**config.mk**
```make
export PLATFORM = sky130hd
export DESIGN_NAME = fetch_unit_flat
export DESIGN_NICKNAME = d
export VERILOG_FILES = /design/src/rtl/fetch_unit_if.sv /design/src/rtl/fetch_unit.sv /design/src/flat_wrapper.sv
export SDC_FILE = /design/constraint.sdc
export NUM_CORES = 1
export LEC_CHECK = 0
export BUFFER_PORTS_ARGS = -buffer_cell sky130_fd_sc_hd__buf_2
export CAP_MARGIN = 10
export CORE_UTILIZATION = 40
export DETAILED_ROUTE_END_ITERATION = 6
export HOLD_SLACK_MARGIN = 0.03
export PLACE_DENSITY = 0.66
export SYNTH_ARGS = -nofsm -noshare
export SYNTH_HDL_FRONTEND = slang
export SYNTH_SLANG_ARGS = --single-unit
```
**constraint.sdc**
```tcl
create_clock -name clk -period 4.1 [get_ports clk]
set_input_delay 1.23 -clock clk [delete_from_list [all_inputs] [get_ports clk]]
set_output_delay 1.23 -clock clk [all_outputs]
set_load 0.01 [all_outputs]
```
**src/rtl/fetch_unit_if.sv**
```systemverilog
// Fetch-stage bus: control inputs from hazard/execute, the instruction-memory port and the
// IF/ID register outputs, all bundled for the fetch unit.
//   master : the fetch unit (drives imem_addr and the IF/ID outputs)
//   slave  : the surroundings (memory, hazard unit, execute, decode)
// Signals:
//   stall, redirect_valid, redirect_target : hold / execute redirect requests
//   imem_addr, imem_data                   : instruction-memory address and returned word
//   ifid_instr, ifid_pc, ifid_valid        : IF/ID register contents
//   ifid_jump_taken                        : IF/ID instruction is a JUMP fetch already followed
//   fetch_err, fetch_count                 : sticky range error and delivered-instruction count
interface fetch_unit_if;
  logic        stall;
  logic        redirect_valid;
  logic [31:0] redirect_target;
  logic [31:0] imem_addr;
  logic [31:0] imem_data;
  logic [31:0] ifid_instr;
  logic [31:0] ifid_pc;
  logic        ifid_valid;
  logic        ifid_jump_taken;
  logic        fetch_err;
  logic [31:0] fetch_count;

  modport master (
    input  stall, redirect_valid, redirect_target, imem_data,
    output imem_addr, ifid_instr, ifid_pc, ifid_valid, ifid_jump_taken, fetch_err, fetch_count
  );

  modport slave (
    output stall, redirect_valid, redirect_target, imem_data,
    input  imem_addr, ifid_instr, ifid_pc, ifid_valid, ifid_jump_taken, fetch_err, fetch_count
  );
endinterface

```
**src/rtl/fetch_unit.sv**
```systemverilog
// Instruction-fetch stage. Holds the word-addressed PC, presents it to instruction memory and
// latches the returned word into the IF/ID register. Supports hazard stall, execute redirect,
// an optional early JUMP redirect and a sticky halt when the PC leaves the legal range.
// Ports:
//   clk   : rising-edge clock
//   rst_n : synchronous active-low reset
//   bus   : fetch_unit_if.master (see fetch_unit_if.sv for the signal list)
module fetch_unit #(
  parameter logic [31:0] RESET_PC   = 32'h0000_0000,
  parameter logic [31:0] MAX_ADDR   = 32'h0000_001A,
  parameter bit          EARLY_JUMP = 1'b1,
  parameter logic [5:0]  JUMP_OP    = 6'b010101
) (
  input  logic         clk,
  input  logic         rst_n,
  fetch_unit_if.master bus
);

  typedef enum logic [1:0] {StIdle, StFetch, StHalt} state_e;

  state_e      state_q, state_d;
  logic [31:0] pc_q, pc_d;
  logic [31:0] instr_q, instr_d;
  logic [31:0] ipc_q, ipc_d;
  logic        valid_q, valid_d;
  logic        jump_q, jump_d;
  logic        err_q, err_d;
  logic [31:0] count_q, count_d;

  logic        is_jump;

  assign is_jump = EARLY_JUMP && (bus.imem_data[31:26] == JUMP_OP);

  always_ff @(posedge clk) begin
    if (!rst_n) begin
      state_q <= StIdle;
      pc_q    <= RESET_PC;
      instr_q <= 32'h0;
      ipc_q   <= 32'h0;
      valid_q <= 1'b0;
      jump_q  <= 1'b0;
      err_q   <= 1'b0;
      count_q <= 32'h0;
    end else begin
      state_q <= state_d;
      pc_q    <= pc_d;
      instr_q <= instr_d;
      ipc_q   <= ipc_d;
      valid_q <= valid_d;
      jump_q  <= jump_d;
      err_q   <= err_d;
      count_q <= count_d;
    end
  end

  always_comb begin
    state_d = state_q;
    pc_d    = pc_q;
    instr_d = instr_q;
    ipc_d   = ipc_q;
    valid_d = valid_q;
    jump_d  = jump_q;
    err_d   = err_q;
    count_d = count_q;

    unique case (state_q)
      // One dead cycle after reset so the memory output settles before first capture.
      StIdle: begin
        valid_d = 1'b0;
        state_d = StFetch;
      end
      StFetch: begin
        if (bus.redirect_valid) begin
          // Redirect beats stall; an illegal target is caught on the next edge.
          pc_d    = bus.redirect_target;
          valid_d = 1'b0;
          jump_d  = 1'b0;
        end else if (pc_q > MAX_ADDR) begin
          state_d = StHalt;
          err_d   = 1'b1;
          valid_d = 1'b0;
        end else if (!bus.stall) begin
          instr_d = bus.imem_data;
          ipc_d   = pc_q;
          valid_d = 1'b1;
          count_d = count_q + 32'd1;
          if (is_jump) begin
            pc_d   = {6'b0, bus.imem_data[25:0]};
            jump_d = 1'b1;
          end else begin
            pc_d   = pc_q + 32'd1;
            jump_d = 1'b0;
          end
        end
      end
      StHalt: begin
        valid_d = 1'b0;
      end
      default: begin
        state_d = StIdle;
      end
    endcase
  end

  assign bus.imem_addr       = pc_q;
  assign bus.ifid_instr      = instr_q;
  assign bus.ifid_pc         = ipc_q;
  assign bus.ifid_valid      = valid_q;
  assign bus.ifid_jump_taken = jump_q;
  assign bus.fetch_err       = err_q;
  assign bus.fetch_count     = count_q;

endmodule

```
**src/flat_wrapper.sv**
```systemverilog
// flat-port wrapper written by rule: the top's interface ports become plain ports
module fetch_unit_flat 
#(
  parameter logic [31:0] RESET_PC   = 32'h0000_0000,
  parameter logic [31:0] MAX_ADDR   = 32'h0000_001A,
  parameter bit          EARLY_JUMP = 1'b1,
  parameter logic [5:0]  JUMP_OP    = 6'b010101
)
  (clk, rst_n, bus_stall, bus_redirect_valid, bus_redirect_target, bus_imem_data, bus_imem_addr, bus_ifid_instr, bus_ifid_pc, bus_ifid_valid, bus_ifid_jump_taken, bus_fetch_err, bus_fetch_count);
  fetch_unit_if bus_i ();
  input  logic clk;
  input  logic rst_n;
  input wire logic [$bits(bus_i.stall)-1:0] bus_stall;
  input wire logic [$bits(bus_i.redirect_valid)-1:0] bus_redirect_valid;
  input wire logic [$bits(bus_i.redirect_target)-1:0] bus_redirect_target;
  input wire logic [$bits(bus_i.imem_data)-1:0] bus_imem_data;
  output wire logic [$bits(bus_i.imem_addr)-1:0] bus_imem_addr;
  output wire logic [$bits(bus_i.ifid_instr)-1:0] bus_ifid_instr;
  output wire logic [$bits(bus_i.ifid_pc)-1:0] bus_ifid_pc;
  output wire logic [$bits(bus_i.ifid_valid)-1:0] bus_ifid_valid;
  output wire logic [$bits(bus_i.ifid_jump_taken)-1:0] bus_ifid_jump_taken;
  output wire logic [$bits(bus_i.fetch_err)-1:0] bus_fetch_err;
  output wire logic [$bits(bus_i.fetch_count)-1:0] bus_fetch_count;
  assign bus_i.stall = bus_stall;
  assign bus_i.redirect_valid = bus_redirect_valid;
  assign bus_i.redirect_target = bus_redirect_target;
  assign bus_i.imem_data = bus_imem_data;
  assign bus_imem_addr = bus_i.imem_addr;
  assign bus_ifid_instr = bus_i.ifid_instr;
  assign bus_ifid_pc = bus_i.ifid_pc;
  assign bus_ifid_valid = bus_i.ifid_valid;
  assign bus_ifid_jump_taken = bus_i.ifid_jump_taken;
  assign bus_fetch_err = bus_i.fetch_err;
  assign bus_fetch_count = bus_i.fetch_count;
  fetch_unit #(.RESET_PC(RESET_PC), .MAX_ADDR(MAX_ADDR), .EARLY_JUMP(EARLY_JUMP), .JUMP_OP(JUMP_OP)) u_core (.clk(clk), .rst_n(rst_n), .bus(bus_i));
endmodule
```
==> impl_metrics.py <==
metrics = {
    "die": {
        "initial_core_util": 0.410,
        "pin_count": 199,
        "core_um2": 14500,
        "fp-row-count": 44,
        "fp.dieH_um": 124,
        "dieArea_um2": 15400,
        "fp.dieW_um": 124,
    },
    "cts": {
        "clock_path_buffers": 2,
        "cts_tree": "yes",
        "root_buffer": "clkbuf_16",
        "path_clk_slew_ps": 60,
        "cts_max_level": 4,
        "cts_resized": 0,
        "insertion_delay_ps": 430,
        "cts_hold_buf": 0,
        "cts_made_buffers": 17,
        "clock_sinks": 133,
        "post_cts_buffers": 0,
    },
    "run_status": {
        "status": "finished, final reports clean",
    },
    "critical_path": {
        "crit_chain": "nor4_1, and4_1, nand4_1, nand2_1, a311oi_1",
        "end_kind": "flop",
        "critPathBufInv": 0,
        "path_class": "reg2reg",
        "cp_slowest_cell": "nand2_1",
        "cp_top_family": "simple AND/OR/NAND/NOR gates",
        "r2r_setup_slack_ps": 1190,
        "cp_data_arrival_time_ps": 3170,
        "crit_path_max_incr_delay_ps": 600,
        "cp_data_required_time_ps": 4360,
        "startpoint_type": "flop",
        "cp_max_fo": 12,
    },
    "sta": {
        "period_share": 0.711,
        "finalSetupTns_ps": 0,
        "hold_viol": 0,
        "relSlewSlack": 0.299,
        "finalMaxSlewViolations": 0,
        "period_needed_ps": 2910,
        "fmax_ghz": 0.343,
        "worst_pin_slew_ps": 1050,
        "setup_viol": 0,
        "fin_worst_skew_ps": 9.60,
        "rsz0062_at_grt": "no",
    },
    "global_routing": {
        "grt_max_degree": 58,
        "antenna_found_initial": 1,
        "track_usage": 0.240,
        "globalRoute.totalOverflow": 0,
        "grt_pass1_vias": 5372,
        "grt_pass1_wl_mm": 28.3,
    },
    "layout": {
        "regArea_um2": 2660,
        "multi_input_area_um2": 3000,
        "synthToLayoutAreaGrowth_pct": 29.1,
        "drive_gt1_frac": 0.291,
        "final_nets": 944,
        "fill_cells": 1407,
    },
    "synth": {
        "ys_warn_count": 0,
        "netlist_area_um2": 5960,
        "async_flop_share": 0,
        "ys_ff_latch": 133,
        "synth_area_per_cell_um2": 8.51,
        "synthCells": 701,
        "synthFlopType": "dfxtp_1",
        "synth-edff-count": 0,
        "synth_nets": 772,
        "ys_types": 67,
        "seq_area_frac_synth": 0.446,
    },
    "placed_design": {
        "io_buffer_count": 198,
        "gp_congestion": 0.850,
        "dp_hpwl_mm": 12.6,
    },
    "route": {
        "via_per_inst": 5.58,
        "drcViolationCount": 0,
        "ant_nets": 0,
        "first_pass_iters": 5,
        "drtIter0Drc": 522,
        "num_vias": 5978,
        "routed_wl_mm": 18.1,
        "wl_per_cell_um": 16.9,
    },
    "pwr": {
        "vdd_ir_drop_max_uv": 278,
        "p_leak_uw": 0.00324,
        "power_density_nw_per_um2": 448,
        "p_total_uw": 3450,
    },
    "min_path": {
        "hold_class": "reg2reg",
    },
    "flow_run": {
        "drv_cap": 0,
    },
}
-- worst paths after layout --
check	start	end	depth (start not counted)
worst max-delay path	u_core.bus.imem_addr[9]$_SDFFE_PN0P_	u_core.bus.imem_addr[24]$_SDFFE_PN0P_	5
worst min-delay path	u_core.bus.ifid_pc[1]$_SDFFE_PN0P_	u_core.bus.ifid_pc[1]$_SDFFE_PN0P_	2
worst max register to register	u_core.bus.imem_addr[9]$_SDFFE_PN0P_	u_core.bus.imem_addr[24]$_SDFFE_PN0P_	5
worst min register to register	u_core.bus.ifid_pc[1]$_SDFFE_PN0P_	u_core.bus.ifid_pc[1]$_SDFFE_PN0P_	2
-- placed cells by master, fill, tap and decap left out, drive strengths merged, types with 9 or more instances in the layout --
master and count:
and3 33, nand4 13, a21oi 73, nor4 15, nand3 29, nor2 13, o21ai 11, inv 19
buf 210, dfxtp 133, nor2b 12, clkbuf 20, nand3b 12, nor3 13, nand2 117, or4 12
mux2i 9, o31ai 16
-- cell usage after synthesis (3+ instances only) --
cell type | n | area (µm²)
clkbuf_1 | 43 | 161
o21a_1 | 4 | 30.0
or4b_1 | 3 | 30.0
ha_1 | 3 | 37.5
xnor2_1 | 3 | 26.3
a32oi_1 | 3 | 26.3
inv_1 | 17 | 63.8
nand3b_1 | 12 | 90.1
o21ai_0 | 11 | 55.1
a311oi_1 | 8 | 70.1
o311ai_0 | 5 | 43.8
buf_2 | 11 | 55.1
nand2b_1 | 7 | 43.8
o211ai_1 | 8 | 60.1
a22o_1 | 3 | 26.3
a32o_1 | 3 | 30.0
nand3_1 | 28 | 140
a22oi_1 | 4 | 30.0
o31ai_1 | 16 | 120
o32ai_1 | 7 | 61.3
nor4_1 | 12 | 75.1
and4_1 | 6 | 52.6
nand2_1 | 117 | 439
o41ai_1 | 5 | 43.8
a21oi_1 | 73 | 365
mux2i_1 | 9 | 90.1
nand4_1 | 11 | 68.8
and2_1 | 7 | 43.8
nor2_1 | 13 | 48.8
or4_1 | 12 | 90.1
or3_1 | 4 | 25.0
a211oi_1 | 3 | 22.5
dfxtp_1 | 133 | 2660
and3_1 | 33 | 206
nor3_1 | 13 | 65.1
a221oi_1 | 7 | 61.3
nor2b_1 | 12 | 75.1
-- cell families after synthesis --
kind of cell | after synthesis | share of synthesized area
AO/OA/AOI/OAI | 172 | 0.194
XOR/XNOR | 4 | 0.00588
adder cells (fa/ha/maj) | 3 | 0.00630
buffers and inverters | 75 | 0.0514
flip-flops | 133 | 0.446
multiplexers | 9 | 0.0151
AND/OR/NAND/NOR | 305 | 0.281
-- worst reg2reg max path: cells and delay by family (launching register included) --
kind | cells | cell delay, ps
simple gates | 4 | 2200
compound gates | 1 | 160
flops | 1 | 380
-- flip-flops by register name (all words and copies together), names as in the netlist --
| register | cells |
|---|---|
| u_core.bus.fetch_err | 1 |
| u_core.bus.fetch_count | 32 |
| u_core.bus.ifid_pc | 32 |
| u_core.bus.ifid_instr | 32 |
| u_core.bus.imem_addr | 32 |
| u_core.state_q | 2 |
| u_core.bus.ifid_jump_taken | 1 |
| u_core.bus.ifid_valid | 1 |
-- per-stage QoR --
| stage | hold WS, ps | setup WS (ps) | cells | util | instance area, µm² |
|---|---|---|---|---|---|
| after floorplan | 476 | 1320 | 701 | - | 5960 |
| after global placement | 436 | 893 | 1038 | 0.485 | 7040 |
| after detailed placement | 442 | 837 | 1038 | 0.485 | 7040 |
| after CTS | 452 | 1270 | 1070 | 0.530 | 7700 |
| after global routing | 471 | 1050 | 1070 | 0.530 | 7700 |
| final | 448 | 1190 | 1071 | 0.530 | 7700 |
-- report_power, final --
part	internal (µW)	switching (µW)
logic	140	236
registers	1330	48.5
clock network	1110	581
-- layout make-up --
type	instances	share of cell area
Sequential cell	133	0.346
Multi-Input combinational cell	493	0.390
Antenna cell	1	0.000325
Tap cell	184	0.0299
Timing Repair Buffer	210	0.140
Inverter	18	0.00877
Clock inverter	12	0.0260
Clock buffer	20	0.0593
-- per-layer routing --
layer	up-vias	part of all wire	global-route usage
met2	252	0.45	0.365
met4	0	0.016	0.0893
met5	-	0	0
met3	22	0.084	0.0682
met1	2784	0.45	0.320
li1	2920	-	-
(Power assumes the default switching activity.)
